File: src/rtl/multi_clk_div.sv
// -----------------------------------------------------------------------------
// multi_clk_div
//
// Multi-channel programmable clock divider. Each of CH channels divides the
// system clock by its own runtime-loadable ratio and produces a registered
// square wave (high for floor(d/2) cycles, low for ceil(d/2) cycles) plus a
// one-cycle tick strobe at the counter wrap, once per output period.
//
// Ports:
//   clk       in   1      system clock, all logic on posedge
//   rst       in   1      asynchronous, active-high reset
//   en        in   CH     per-channel enable; low holds count and clk_out,
//                         forces tick low
//   sync      in   1      one-cycle pulse; restarts every channel at count 0
//   load      in   1      one-cycle pulse; writes load_div into load_ch
//   load_ch   in   LCH_W  target channel for load (values >= CH ignored)
//   load_div  in   CNT_W  new divide ratio (0 and 1 are stored as 2)
//   clk_out   out  CH     registered divided square waves
//   tick      out  CH     registered one-cycle strobes at each period end
//
// Control pulse semantics: sync and load are plain single-cycle qualifiers
// sampled on the rising clock edge; there is no back-pressure, a pulse is
// always accepted on the edge where it is high. Both may be high together:
// the loaded channel takes its new ratio and every counter restarts.
// -----------------------------------------------------------------------------
module multi_clk_div #(
    parameter int unsigned CLK_HZ  = 100000000,
    parameter int unsigned DEF_HZ  = 1,
    parameter int unsigned DEF_DIV = CLK_HZ / DEF_HZ,
    parameter int unsigned CH      = 4,
    parameter int unsigned CNT_W   = 27,
    localparam int unsigned LCH_W  = (CH > 1) ? $clog2(CH) : 1
) (
    input  logic             clk,
    input  logic             rst,
    input  logic [CH-1:0]    en,
    input  logic             sync,
    input  logic             load,
    input  logic [LCH_W-1:0] load_ch,
    input  logic [CNT_W-1:0] load_div,
    output logic [CH-1:0]    clk_out,
    output logic [CH-1:0]    tick
);

    // Ratios below 2 cannot produce a square wave; they are stored as 2 so
    // the effective ratio is always simply the stored value.
    function automatic logic [CNT_W-1:0] clamp_div(input logic [CNT_W-1:0] v);
        return (v < CNT_W'(2)) ? CNT_W'(2) : v;
    endfunction

    localparam logic [CNT_W-1:0] DEF_DIV_C =
        (DEF_DIV < 2) ? CNT_W'(2) : CNT_W'(DEF_DIV);

    // Per-channel state
    logic [CNT_W-1:0] div_q [CH];
    logic [CNT_W-1:0] div_d [CH];
    logic [CNT_W-1:0] cnt_q [CH];
    logic [CNT_W-1:0] cnt_d [CH];
    logic [CH-1:0]    clk_out_q;
    logic [CH-1:0]    clk_out_d;
    logic [CH-1:0]    tick_q;
    logic [CH-1:0]    tick_d;

    // Decodes of the pre-edge count; outputs are registered from these, so
    // they lag the counter by one cycle.
    logic [CNT_W-1:0] half   [CH];
    logic [CH-1:0]    wrap;
    logic [CH-1:0]    load_hit;

    always_comb begin
        for (int i = 0; i < CH; i++) begin
            half[i]     = div_q[i] >> 1;
            wrap[i]     = (cnt_q[i] == (div_q[i] - CNT_W'(1)));
            // Channel indices beyond CH-1 never match, so an out-of-range
            // load_ch falls through without touching any channel.
            load_hit[i] = load && (load_ch == LCH_W'(i));
        end
    end

    always_comb begin
        for (int i = 0; i < CH; i++) begin
            div_d[i]     = div_q[i];
            cnt_d[i]     = cnt_q[i];
            clk_out_d[i] = clk_out_q[i];
            tick_d[i]    = 1'b0;

            if (sync) begin
                // Re-phase regardless of enable: the next period of every
                // channel starts on the following edge, output high.
                cnt_d[i]     = '0;
                clk_out_d[i] = 1'b1;
            end else if (en[i]) begin
                cnt_d[i]     = wrap[i] ? '0 : (cnt_q[i] + CNT_W'(1));
                clk_out_d[i] = (cnt_q[i] < half[i]);
                tick_d[i]    = wrap[i];
            end

            // A load restarts its channel too, which also makes shrinking the
            // ratio below the current count safe.
            if (load_hit[i]) begin
                div_d[i]     = clamp_div(load_div);
                cnt_d[i]     = '0;
                clk_out_d[i] = 1'b1;
                tick_d[i]    = 1'b0;
            end
        end
    end

    always_ff @(posedge clk or posedge rst) begin
        if (rst) begin
            for (int i = 0; i < CH; i++) begin
                div_q[i] <= DEF_DIV_C;
                cnt_q[i] <= '0;
            end
            clk_out_q <= '0;
            tick_q    <= '0;
        end else begin
            for (int i = 0; i < CH; i++) begin
                div_q[i] <= div_d[i];
                cnt_q[i] <= cnt_d[i];
            end
            clk_out_q <= clk_out_d;
            tick_q    <= tick_d;
        end
    end

    assign clk_out = clk_out_q;
    assign tick    = tick_q;

endmodule

File: config.mk
export PLATFORM = sky130hd
export DESIGN_NAME = multi_clk_div
export DESIGN_NICKNAME = d
export VERILOG_FILES = /design/src/rtl/multi_clk_div.sv
export SDC_FILE = /design/constraint.sdc
export NUM_CORES = 1
export LEC_CHECK = 0
export BUFFER_PORTS_ARGS = -buffer_cell sky130_fd_sc_hd__buf_2
export CELL_PAD_IN_SITES_DETAIL_PLACEMENT = 1
export CELL_PAD_IN_SITES_GLOBAL_PLACEMENT = 2
export CORE_ASPECT_RATIO = 0.6
export CORE_MARGIN = 2
export CORE_UTILIZATION = 30
export CTS_CLUSTER_DIAMETER = 30
export DETAILED_ROUTE_END_ITERATION = 12
export PLACE_DENSITY_LB_ADDON = 0.1
export SLEW_MARGIN = 20
export SYNTH_ARGS = -nofsm -noshare
export SYNTH_HDL_FRONTEND = slang
export SYNTH_SLANG_ARGS = --single-unit
File: constraint.sdc
create_clock -name clk -period 16.2 [get_ports clk]
set_input_delay 2.43 -clock clk [delete_from_list [all_inputs] [get_ports clk]]
set_output_delay 2.43 -clock clk [all_outputs]
set_load 0.05 [all_outputs]
### Word level (Yosys, flattened, before mapping)

Cells that the tools add are included.

| cells by class | value |
|---|---|
| muxes and demuxes | 41 |
| eq/ne operators | 7 |
| add/subtract/negate cells | 8 |
| order comparisons | 5 |
| reductions and logical operators | 9 |

Operator list:

| kind | count |
|---|---|
| $mux 27 | 17 |
| $add 27x1->27 const B | 4 |
| $eq 27x27->1 | 4 |
| $lt 27x26->1 | 4 |
| $sub 27x1->27 const B | 4 |
| $lt 27x2->1 const B | 1 |
| $mux 1 | 24 |
| $reduce_bool 3->1 | 4 |
| $eq 2x2->1 const B | 2 |
| $logic_and 1x1->1 | 4 |
| $eq 2x1->1 const B | 1 |
| $logic_not 2->1 | 1 |

| word-level totals | value |
|---|---|
| register bits after elaboration | 224 |
| output and inout bits | 8 |
| logic and storage cells | 83 |

### Logic depth before layout (Yosys ltp)

Gate-level depths: netlist of the first run.

| logic depth | value |
|---|---|
| depth after elaboration | 6 |
| mapped depth | 13 |

### Worst setup path after synthesis of the first run

Ideal clock, no wire load.

| timing | value |
|---|---|
| path type | input -> register |
| from | input port load_ch[1] |
| to | register cnt_q[94] in the netlist's numbering |
| path buffers | 2 |
| stages | 7 |
| required time | 16079 ps |
| setup slack | 12312 ps |
| data arrival time | 3767 ps |
| library setup time | 121 ps |
| path through | nor3b_1 > clkbuf_1 > nor2_1 > and2_1 > clkbuf_1 > a31o_2 > a22o_1 |

| between the ends | value |
|---|---|
| cells in the longest elaborated chain, start to end | 3 |
| elaborated cells on any way between the ends | 4 |
| those cells by class | mux (1); reduce/logical (3) |

Ends and longest elaborated chain:

| item | RTL line | text |
|---|---|---|
| start: declaration | 39 | `input logic [LCH_W-1:0] load_ch,` |
| $logic_not 2->1 * | 76 | `load_hit[i] = load && (load_ch == LCH_W'(i));` |
| $logic_and 1x1->1 * | 76 |  |
| $reduce_bool 3->1 (no source line) or $mux 27 (tied branches) | n/a |  |
| end signal: indexed assignment | 120 | `cnt_q[i] <= cnt_d[i];` |
| end: declaration | 57 | `logic [CNT_W-1:0] cnt_q [CH];` |

Every way passes the cells marked *; elsewhere a longest branch is shown, timed or not.
A chain may end at the register's enable or synchronous reset.

### Worst setup path after layout of the first run

| timing | value |
|---|---|
| from | input port load_ch[0] |
| to | register cnt_q[22] in the netlist's numbering |

| between the ends | value |
|---|---|
| cells in the longest elaborated chain, start to end | 3 |
| elaborated cells on any way between the ends | 4 |
| those cells by class | eq/ne (1); mux (1); reduce/logical (2) |

Ends and longest elaborated chain:

| item | RTL line |
|---|---|
| $eq 2x2->1 * | 76 |
| $logic_and 1x1->1 * | 76 |
| $reduce_bool 3->1 (no source line) or $mux 27 (tied branches) | n/a |

Marks and branches as above.

==> summary.md, run 1 <==
| Metric | Value |
|---|---|
| Mapped Nets | between 2000 and 2500 |
| Arrival time at the worst endpoint | about 5.4 ns |
| Drt drc | 0 |
| CTS buffer count | 66 |
| Async SR Flop Fraction | between 90% and 100% |
| CTS max path bufs | 3 |
| Register bit total from synthesis | 224 |
| Fin nets | 2192 |
| Non-Filler Instances | 2859 |
| Placed instance area | 18100 um2 |
| Layout Utilization | 36.4% |
| Hold Crit Class | register to register |
| Via count | between 15000 and 20000 |
| Row count | 67 |
| DR WL met3 | between 2000 and 3000 um |
| Final Setup Violations | 0 |
| Worst vdd ir | around 0.000086 V |
| Synthesized area per cell | approximately 8.5 um2 |
| Initial antenna violation count | 4 |
| Max Slew Vio Count | 0 |
| CTS Hold Buffers Added | 0 |
| Fin area | 20400 um2 |
| Crit path max-delay family | compound AO/OA/AOI/OAI gates |
| Antenna-violating nets left | 0 |
| Nature of the critical path endpoint | register |
| Area delta synth->final | 19.1% |
| Die width | around 310 um |
| CP Cell Sequence | buf_2, nand3_1, buf_4, nand2b_1, a21oi_2, nand2_1, o311ai_0 |
| Core area | about 56000 um2 |
| RSZ-0062 raised after global routing | false |
| Final period utilization | 30.1% |
| Critical path class | primary input to register |
| PortBufs | between 40 and 50 |
| Vias per inst | between 5 and 6 |
| Worst Path Required | between 15 and 20 ns |
| Top sig layer | met5 |
| Root cell of the clock tree | clkbuf_16 |
| Netlist cell types | 83 |
| Buffer and inverter count on the worst path | 2 |
| Placed insts | around 2700 |
| EDFF count, synth | 0 |
| TritonCTS clock tree | yes |
| Sequential share of the synthesized area | 33.0% |
| Fin Clk Skew | slightly above 0.03 ns |
| Slew HR | between 30% and 40% |
| Max-cap viol count | 0 |
| NetSw | ~800 uW |
| Routability cong. | 0.821 |
| Internal power | ~1700 uW |
| Post-Route M1 WL | about 35000 um |
| Peak Freq | between 0.2 and 0.25 GHz |
| Wire per inst | 22.4 um |
| Mapped Cells | just over 2000 |
| Die H | 189 um |
| Final Hold Vio Count | 0 |
| LEAKAGE | around 0.0083 uW |
| Final HPWL DP | between 40000 and 50000 um |
| Minimum clock period | about 4.9 ns |
| I/O pins | 45 |
| Slowest stage delay, CP | 0.73 ns |
| Share of cells above drive strength 1 | approximately 15% |
| Critical path's slowest cell | nand2_1 |
| Clock Power Share | between 50% and 60% |
| Post-CTS Resized | 0 |
| Setup TNS | 0 ns |
| Largest net degree at the start of global routing | 107 |
| Initial DRC count | between 900 and 1000 |
| Grt ovf | 0 |
| Hold Slack | 0.526 ns |
| Vias in the first global route | between 15000 and 20000 |
| CTS clk-pin slew, worst paths | about 0.05 ns |
| First-pass GRT wire length | roughly 100000 um |
| Status | completed |
| Worst slew pin tran | between 0.9 and 1 ns |
| Predominant post-synthesis flop cell | dfrtp_1 |
| Drt total wl | 64100 um |
| DR WL met2 | approximately 25000 um |
| Combinational power share | between 15 and 20% |
| Synth warn | 0 |
| Critical Path Fanout Max | 30 |
| Sw Ratio | between 30% and 40% |
| Sequential power share | 29.1% |
| Ant diodes | 0 |
| Latest clock arrival within the worst-skew pair | 0.61 ns |
| Drt first pass iters | 5 |
| Starting density of the core | a little under a third |
| Pwr dens | approximately 120 nW/um2 |
| Post-CTS Setup Inserts | 0 |
| Critical Path Start Type | primary input |
| GRT Resource Usage Total | roughly 22% |
| H-tree depth | 3 |
| Clk sinks | 224 |
| Synth Cell Area | about 17000 um2 |
| Die area | between 50000 and 60000 um2 |
## metrics by stage
stage | setup WS, ns | total power [uW]
floorplan | 7.71 | 993
global placement | 10.85 | 1140
detailed placement | 10.66 | 1150
CTS | 11.31 | 2560
global route | 11.06 | 2650
finish | 11.32 | 2530
## power by group through the flow
stage               logic (uW)  clock network [uW]  registers [uW]
global placement           396                   0             740
CTS                        410                1410             733
finish                     409                1380             734
detailed placement         407                   0             740
floorplan                  307                   0             687
global route               461                1440             745
## flip-flops by register name, summed over array words and instances, names as in the netlist
| name | flops |
|---|---|
| tick | 4 |
| clk_out | 4 |
| cnt_q | 108 |
| div_q | 108 |
## cells in the mapped netlist, types with 40 or more instances
master	count	area share (%)
xnor2_1	94	4.8
xor2_1	59	3.0
ha_1	108	7.9
mux2_2	52	3.4
nand4_1	90	3.3
a21oi_1	47	1.4
nand3_1	98	2.9
o21ai_0	122	3.6
nor4_1	40	1.5
clkbuf_1	85	1.9
inv_1	146	3.2
dfrtp_1	176	26
nor2_1	92	2.0
dfstp_2	48	7.4
nor3_1	60	1.8
nand2_1	228	5.0
## worst register-to-register path, cell delays in order, from the launching register on
cell	delay, ns
dfrtp_1	0.43
inv_1	0.08
ha_1	0.28
or4b_1	0.60
nor3_4	0.36
nand4_1	0.24
mux2i_1	0.17
o2111ai_1	0.21
nor4_2	0.08
a21oi_2	0.71
nand2_1	0.74
o311ai_0	0.55
## final cells by class
cell class,instances,area (um2)
sequential,224,5670
tap,759,950
inverter,147,559
fill,6511,35700
clock buffer,91,1920
clock inverter,30,438
timing repair buffer,61,348
multi-input combinational,1547,10500
## metal layers
layer | up-vias | GRT usage [%]
met4 | 4 | 5.94
li1 | 7466 | -
met2 | 273 | 29.5
met5 | - | 0
met1 | 7929 | 34.9
met3 | 90 | 4.25
## logic make-up after synthesis
group                      Yosys count  share of synthesized area (%)
muxes                               67                           4.29
buffers and inverters              251                           5.66
adders and majority gates          108                           7.88
DFF                                224                           33.0
xor gates and xnor gates           153                           7.81
AOI/OAI and AO/OA                  407                           15.9
and+or+nand+nor                    812                           25.4
## cells in the final DEF (no fill, tap or decap), types with 17 or more instances in the layout
cell type,netlist,routed
nor2b_1,19,19
nand2b_1,18,18
a21oi_1,47,47
xnor2_1,94,94
mux2_2,52,52
and3_1,32,32
nand2_1,228,228
dfrtp_1,176,176
and4_1,17,17
o311ai_0,21,21
inv_1,146,145
clkbuf_16,0,69
and2_1,20,20
a31oi_1,33,33
nand4_1,90,90
buf_2,14,44
dfstp_2,48,48
o211ai_1,19,19
nor2_1,92,90
nand3_1,98,98
or3_1,19,19
nor4_1,40,40
nor3_1,60,58
xor2_1,59,59
ha_1,108,108
buf_4,1,17
a21o_1,29,29
o21ai_0,122,122
## final timing paths
| check | from | endpoint | slack [ns] | cells after the start |
|---|---|---|---|---|
| max in group asynchronous | rst | cnt_q[51] | 12.78 | 3 |
| hold / removal | div_q[53] | div_q[53] | 0.53 | 2 |
| min in group asynchronous | rst | cnt_q[23] | 2.02 | 2 |
| setup / recovery | load_ch[0] | cnt_q[22] | 11.32 | 7 |
| setup reg to reg | div_q[0] | cnt_q[22] | 11.65 | 11 |
| hold reg to reg | div_q[53] | div_q[53] | 0.53 | 2 |
No activity file was read; power rests on OpenSTA's default activity.
==> run 2, diff against run 1 <==
- clock period: 16.2 -> 4.2 ns (I/O delays scaled with it)
==> run 2 against run 1 <==
Against the previous run: non-clock buffer count up 30; register-to-register slack worse by 11 ns; largest cell class unchanged; first-iteration DRC count is 0.10% lower; sequential power increased to 3.8 times the previous value; sequential cell count stayed put; global-route usage is 0.091 points lower; critical path depth increased by 5; die area unchanged; clock power grew to 3.6 times the previous value; critical endpoint is now cnt_q[94]; setup slack worse by 11 ns.
==> summary.md, run 2 (synthesis gave the netlist of run 1 again) <==
| Metric | Value |
|---|---|
| Die width | 313 um (unchanged) |
| CTS clk-pin slew, worst paths | 0.05 ns (about the same) |
| Fin nets | 2213 (+0.96%) |
| Slew HR | 45.8% (+12 points) |
| Ant diodes | 0 (unchanged) |
| Die H | 189 um (unchanged) |
| Die area | 59200 um2 (unchanged) |
| Drt drc | 0 (unchanged) |
| R2r startpoint | div_q[81] |
| Grt ovf | 0 (unchanged) |
| Critical Path Start Type | register |
| Area delta synth->final | 19.3% |
| Crit path max-delay family | simple AND/OR/NAND/NOR gates |
| Worst slew pin tran | 0.810 ns (-0.184 ns) |
| Routability cong. | 0.848 (+3.3%) |
| Initial antenna violation count | 3 (-1) |
| CTS buffer count | 57 (-14%) |
| Reg-to-reg endpoint | cnt_q[94] |
| Vias per inst | 5.45 (-1.2%) |
| Slowest stage delay, CP | 0.57 ns (-0.16 ns) |
| Clk sinks | 224 (unchanged) |
| Largest net degree at the start of global routing | 92 (-14%) |
| Met1 Use GR | 36.6% (+1.8 points) |
| CTS max path bufs | 3 (unchanged) |
| Final HPWL DP | 48300 um (+2.1%) |
| Status | completed |
| Worst Path Required | 4.69 ns (-11.99 ns) |
| I/O pins | 45 (unchanged) |
| Layout Utilization | 36.4% (+0.080 points) |
| First-pass GRT wire length | 101000 um (+0.16%) |
| Post-CTS Setup Inserts | 0 (unchanged) |
| R2R cell count | 12 (+1) |
| Hold Slack | 0.120 ns (-0.405 ns) |
| Busiest layer in global routing | met1 |
| Pwr dens | 460 nW/um2 (+270%) |
| Register area | 5670 um2 (unchanged) |
| Worst vdd ir | 0.000291 V (+240%) |
| Fin area | 20500 um2 (+0.22%) |
| Max-cap viol count | 0 (unchanged) |
| Critical path's slowest cell | nor4b_1 |
| Peak Freq | between 0.2 and 0.3 GHz |
| Final Setup Violations | 0 (unchanged) |
| Wire per inst | 22.3 um (-0.57%) |
| Hold Crit Class | primary input to async pin |
| Root cell of the clock tree | clkbuf_16 |
| Commonest non-fill, non-tap cell in the layout | nand2_1 |
| Drt first pass iters | 5 (unchanged) |
| Latest clock arrival within the worst-skew pair | 0.61 ns (about the same) |
| Minimum clock period | approximately 3.8 ns |
| Core area | 56200 um2 (unchanged) |
| Area occupied by multi-input gates | 10600 um2 (+0.14%) |
| Post-CTS Resized | 0 (unchanged) |
| Placed instance area | 18300 um2 (+1.4%) |
| Buffer and inverter count on the worst path | 2 (unchanged) |
| Setup TNS | 0 ns (unchanged) |
| Worst reg-to-reg setup slack | 0.35 ns (-11.30 ns) |
| Via count | 15700 (-0.62%) |
| Fin Clk Skew | 0.0251 ns (-0.00516 ns) |
| M3 GR Usage | 3.66% (-0.59 points) |
| CP Cell Sequence | inv_1, ha_1, nor3b_4, and4_1, nand2_1, nor4b_1, o211ai_1, nor4_2, nand2_2, buf_4, and2_1, a22o_1 |
| Top Registers | cnt_q: 108 flops, div_q: 108 flops |
| RSZ-0062 raised after global routing | false |
| Power after layout | 9410 uW (+270%) |
| Critical path class | register to register |
| Arrival time at the worst endpoint | 4.34 ns (-1.02 ns) |
| Max Slew Vio Count | 0 (unchanged) |
| Critical Path Fanout Max | 25 (-17%) |
| CTS Hold Buffers Added | 0 (unchanged) |
| Final Hold Vio Count | 0 (unchanged) |
| GRT met2 Usage | 27.9% (-1.6 points) |
| Row count | 67 (unchanged) |
| Most frequent cells in the layout | nand2_1 (227), dfrtp_1 (176), inv_1 (145) |
| Starting density of the core | 30.5% (unchanged) |
| GRT Resource Usage Total | 21.9% (-0.091 points) |
| Nature of the critical path endpoint | register |
| Vias in the first global route | 16000 (-1.6%) |
| Initial DRC count | 989 (-0.10%) |
| Share of cells above drive strength 1 | 15.9% (+0.82 points) |
| LEAKAGE | 0.00834 uW (+0.59%) |
| Fillers | 6484 (-0.41%) |
| Critical Path Source | div_q[81] |
| Drt total wl | 64200 um (about the same) |
| Final period utilization | slightly above 90% |
| H-tree depth | 2 (-1) |
| PortBufs | 44 (unchanged) |
| TritonCTS clock tree | yes |
| Antenna-violating nets left | 0 (unchanged) |
[run 2: cell type report]
class / count / share of cell area, %
Sequential cell: 224 / 27.7
Multi-Input combinational cell: 1547 / 51.6
Inverter: 147 / 2.71
Tap cell: 759 / 4.64
Clock inverter: 33 / 2.56
Clock buffer: 75 / 7.90
Timing Repair Buffer: 91 / 2.92
[run 2: where the power goes]
part / internal (uW) / switching [uW]
registers: 2430 / 382
clock network: 3480 / 1500
logic: 636 / 989
[run 2: worst register-to-register path, cell delays in order, from the launching register on]
cell and delay (ns):
dfrtp_1 0.44, inv_1 0.11, ha_1 0.28, nor3b_4 0.45, and4_1 0.47, nand2_1 0.14
nor4b_1 0.57, o211ai_1 0.17, nor4_2 0.20, nand2_2 0.12, buf_4 0.26, and2_1 0.29
a22o_1 0.23
[run 2: metrics by stage]
step,cells,worst slack (ns)
final,2876,0.354
after global routing,2876,0.103
after CTS,2876,0.249
after detailed placement,2768,0.270
after global placement,2768,0.379
after floorplan,2022,0.685
[run 2: how the worst max path moves through the flow]
stage                     slack (ns)  depth (start not counted)    endpoint
after global placement          0.38                          9   cnt_q[79]
after detailed placement        0.27                          9   cnt_q[56]
after CTS                       0.25                          9   cnt_q[56]
final                           0.35                         12   cnt_q[94]
after global routing            0.10                         12    cnt_q[5]
after floorplan                 0.69                          1  clk_out[0]
[run 2: per-layer routing]
layer  share of wire (%)  up-vias  wire (um)
met2                  36      275      23200
met1                  57     7790      36700
met5                   0        -          0
met4                 1.7        0       1100
met3                 4.9       73       3150
li1                    -     7526          -
==> run 3, diff against run 2 <==
- CTS_BUF_LIST: unset -> sky130_fd_sc_hd__clkbuf_2 sky130_fd_sc_hd__clkbuf_4 sky130_fd_sc_hd__clkbuf_8
==> run 3 against run 2 <==
Against the previous run: clock power fell by 31%; sequential power hardly changed; cell count is the same; power shrank 16%; setup slack better by 0.026 ns; core utilization down 1.3 points; final area fell by 3.6%; highest routed layer unchanged; largest power group unchanged.
==> summary.md, run 3 (synthesis gave the netlist of run 1 again) <==
| Metric | Value |
|---|---|
| Initial DRC count | 1110 (+12%) |
| Starting density of the core | 30.5% (unchanged) |
| Drt first pass iters | 6 (+1) |
| Share of cells above drive strength 1 | 16.3% (+0.38 points) |
| Pwr dens | 399 nW/um2 (-13%) |
| Worst reg-to-reg setup slack | 0.38 ns (+0.03 ns) |
| Clk sinks | 224 (unchanged) |
| CTS buffer count | 57 (unchanged) |
| I/O pins | 45 (unchanged) |
| Met1 Use GR | 36.7% (+0.089 points) |
| R2r startpoint | div_q[81] |
| Status | completed |
| Most frequent cells in the layout | nand2_1 (227), dfrtp_1 (176), inv_1 (145) |
| Die width | 313 um (unchanged) |
| TritonCTS clock tree | yes |
| Nature of the critical path endpoint | register |
| Critical path class | register to register |
| Antenna-violating nets left | 0 (unchanged) |
| Routability cong. | 0.848 (unchanged) |
| CTS max path bufs | 3 (unchanged) |
| Arrival time at the worst endpoint | 4.38 ns (+0.04 ns) |
| Hold Crit Class | primary input to async pin |
| H-tree depth | 2 (unchanged) |
| Vias in the first global route | 16000 (-0.16%) |
| Drt drc | 0 (unchanged) |
| GRT met2 Usage | 27.9% (-0.034 points) |
| Wire per inst | 22.4 um (+0.19%) |
| Busiest layer in global routing | met1 |
| First-pass GRT wire length | 101000 um (about the same) |
| Critical Path Start Type | register |
| Final Setup Violations | 0 (unchanged) |
| Worst vdd ir | 0.000195 V (-33%) |
| LEAKAGE | 0.00802 uW (-3.8%) |
| Commonest non-fill, non-tap cell in the layout | nand2_1 |
| Row count | 67 (unchanged) |
| Vias per inst | 5.46 (+0.33%) |
| Core area | 56200 um2 (unchanged) |
| Final period utilization | 90.9% (-0.63 points) |
| Minimum clock period | 3.82 ns (-0.0264 ns) |
| Max-cap viol count | 0 (unchanged) |
| GRT Resource Usage Total | 21.9% (about the same) |
| Slew HR | 45.7% (-0.090 points) |
| RSZ-0062 raised after global routing | false |
| PortBufs | 44 (unchanged) |
| Fillers | 6547 (+0.97%) |
| Initial antenna violation count | 3 (unchanged) |
| Die H | 189 um (unchanged) |
| Root cell of the clock tree | clkbuf_8 |
| Area delta synth->final | 15.1% |
| Fin area | 19700 um2 (-3.6%) |
| Grt ovf | 0 (unchanged) |
| CTS clk-pin slew, worst paths | 0.06 ns (about the same) |
| R2R cell count | 12 (unchanged) |
| Final Hold Vio Count | 0 (unchanged) |
| Peak Freq | 0.262 GHz (+0.69%) |
| Critical Path Fanout Max | 25 (unchanged) |
| Worst slew pin tran | 0.814 ns (+0.00434 ns) |
| Top Registers | cnt_q: 108 flops, div_q: 108 flops |
| Ant diodes | 0 (unchanged) |
| Fin Clk Skew | 0.0264 ns (+0.00131 ns) |
| Die area | 59200 um2 (unchanged) |
| Placed instance area | 18300 um2 (unchanged) |
| Via count | 15700 (+0.33%) |
| Latest clock arrival within the worst-skew pair | 0.68 ns (+0.07 ns) |
| Final HPWL DP | 48300 um (unchanged) |
| Fin nets | 2213 (unchanged) |
| Worst Path Required | 4.76 ns (+0.07 ns) |
| Setup TNS | 0 ns (unchanged) |
| Drt total wl | 64300 um (+0.19%) |
| M3 GR Usage | 3.77% (+0.11 points) |
| Max Slew Vio Count | 0 (unchanged) |
| Reg-to-reg endpoint | cnt_q[94] |
| Largest net degree at the start of global routing | 92 (unchanged) |
| Post-CTS Setup Inserts | 0 (unchanged) |
-- run 3: cell count changes in the layout (fill, tap and decap cells not counted), sizes merged --
cell | before | now
clkinvlp | 7 | 8
inv | 147 | 145
bufinv | 13 | 10
clkinv | 13 | 17
-- run 3: per-layer routing --
metal / vias up / share of wire, %
met3: 68 / 4.8
li1: 7526 / -
met4: 0 / 1.5
met2: 285 / 36
met5: - / 0
met1: 7836 / 57
-- run 3: worst max path at each step --
stage	slack [ns]	startpoint	cells past startpoint	endpoint
global route	0.1	div_q[1]	12	cnt_q[5]
global placement	0.38	div_q[61]	9	cnt_q[79]
finish	0.38	div_q[81]	12	cnt_q[94]
CTS	0.28	div_q[61]	9	cnt_q[56]
detailed placement	0.27	div_q[61]	9	cnt_q[56]
floorplan	0.69	rst	1	clk_out[0]
-- run 3: power breakdown --
| part | switching, uW | internal [uW] |
|---|---|---|
| clock | 1300 | 2140 |
| combinational | 993 | 636 |
| sequential | 385 | 2420 |
| total | 2680 | 5200 |
-- run 3: worst max-delay path, stage by stage (launching register included) --
cell      delay, ns
dfrtp_1        0.44
inv_1          0.11
ha_1           0.27
nor3b_4        0.44
and4_1         0.47
nand2_1        0.13
nor4b_1        0.57
o211ai_1       0.16
nor4_2         0.20
nand2_2        0.12
buf_4          0.26
and2_1         0.28
a22o_1         0.23
-- run 3: area by class of cell --
cell class	count	area [um2]	share of cell area [%]
inverters	147	556	2.82
repair buffers	91	598	3.03
clock inverters	33	437	2.21
clock buffers	75	976	4.95
multi-input cells	1547	10600	53.5
well taps	759	950	4.81
flip-flops and latches	224	5670	28.7
-- run 3: what timing repair did --
action                     CTS  global route
gates resized for setup      0             3
hold endpoints to repair     0             0
setup endpoints to repair    0            22
hold buffers                 0             0
-- run 3: through the flow --
stage / util [%] / std cells / hold slack [ns] / setup WS, ns / power, uW
floorplan: - / 2022 / 0.496 / 0.685 / 3830
global placement: 32.6 / 2768 / 0.521 / 0.379 / 4410
detailed placement: 32.6 / 2768 / 0.541 / 0.270 / 4440
CTS: 35.1 / 2876 / 0.0293 / 0.281 / 7970
global route: 35.1 / 2876 / 0.0709 / 0.0966 / 8330
finish: 35.1 / 2876 / 0.0673 / 0.381 / 7880
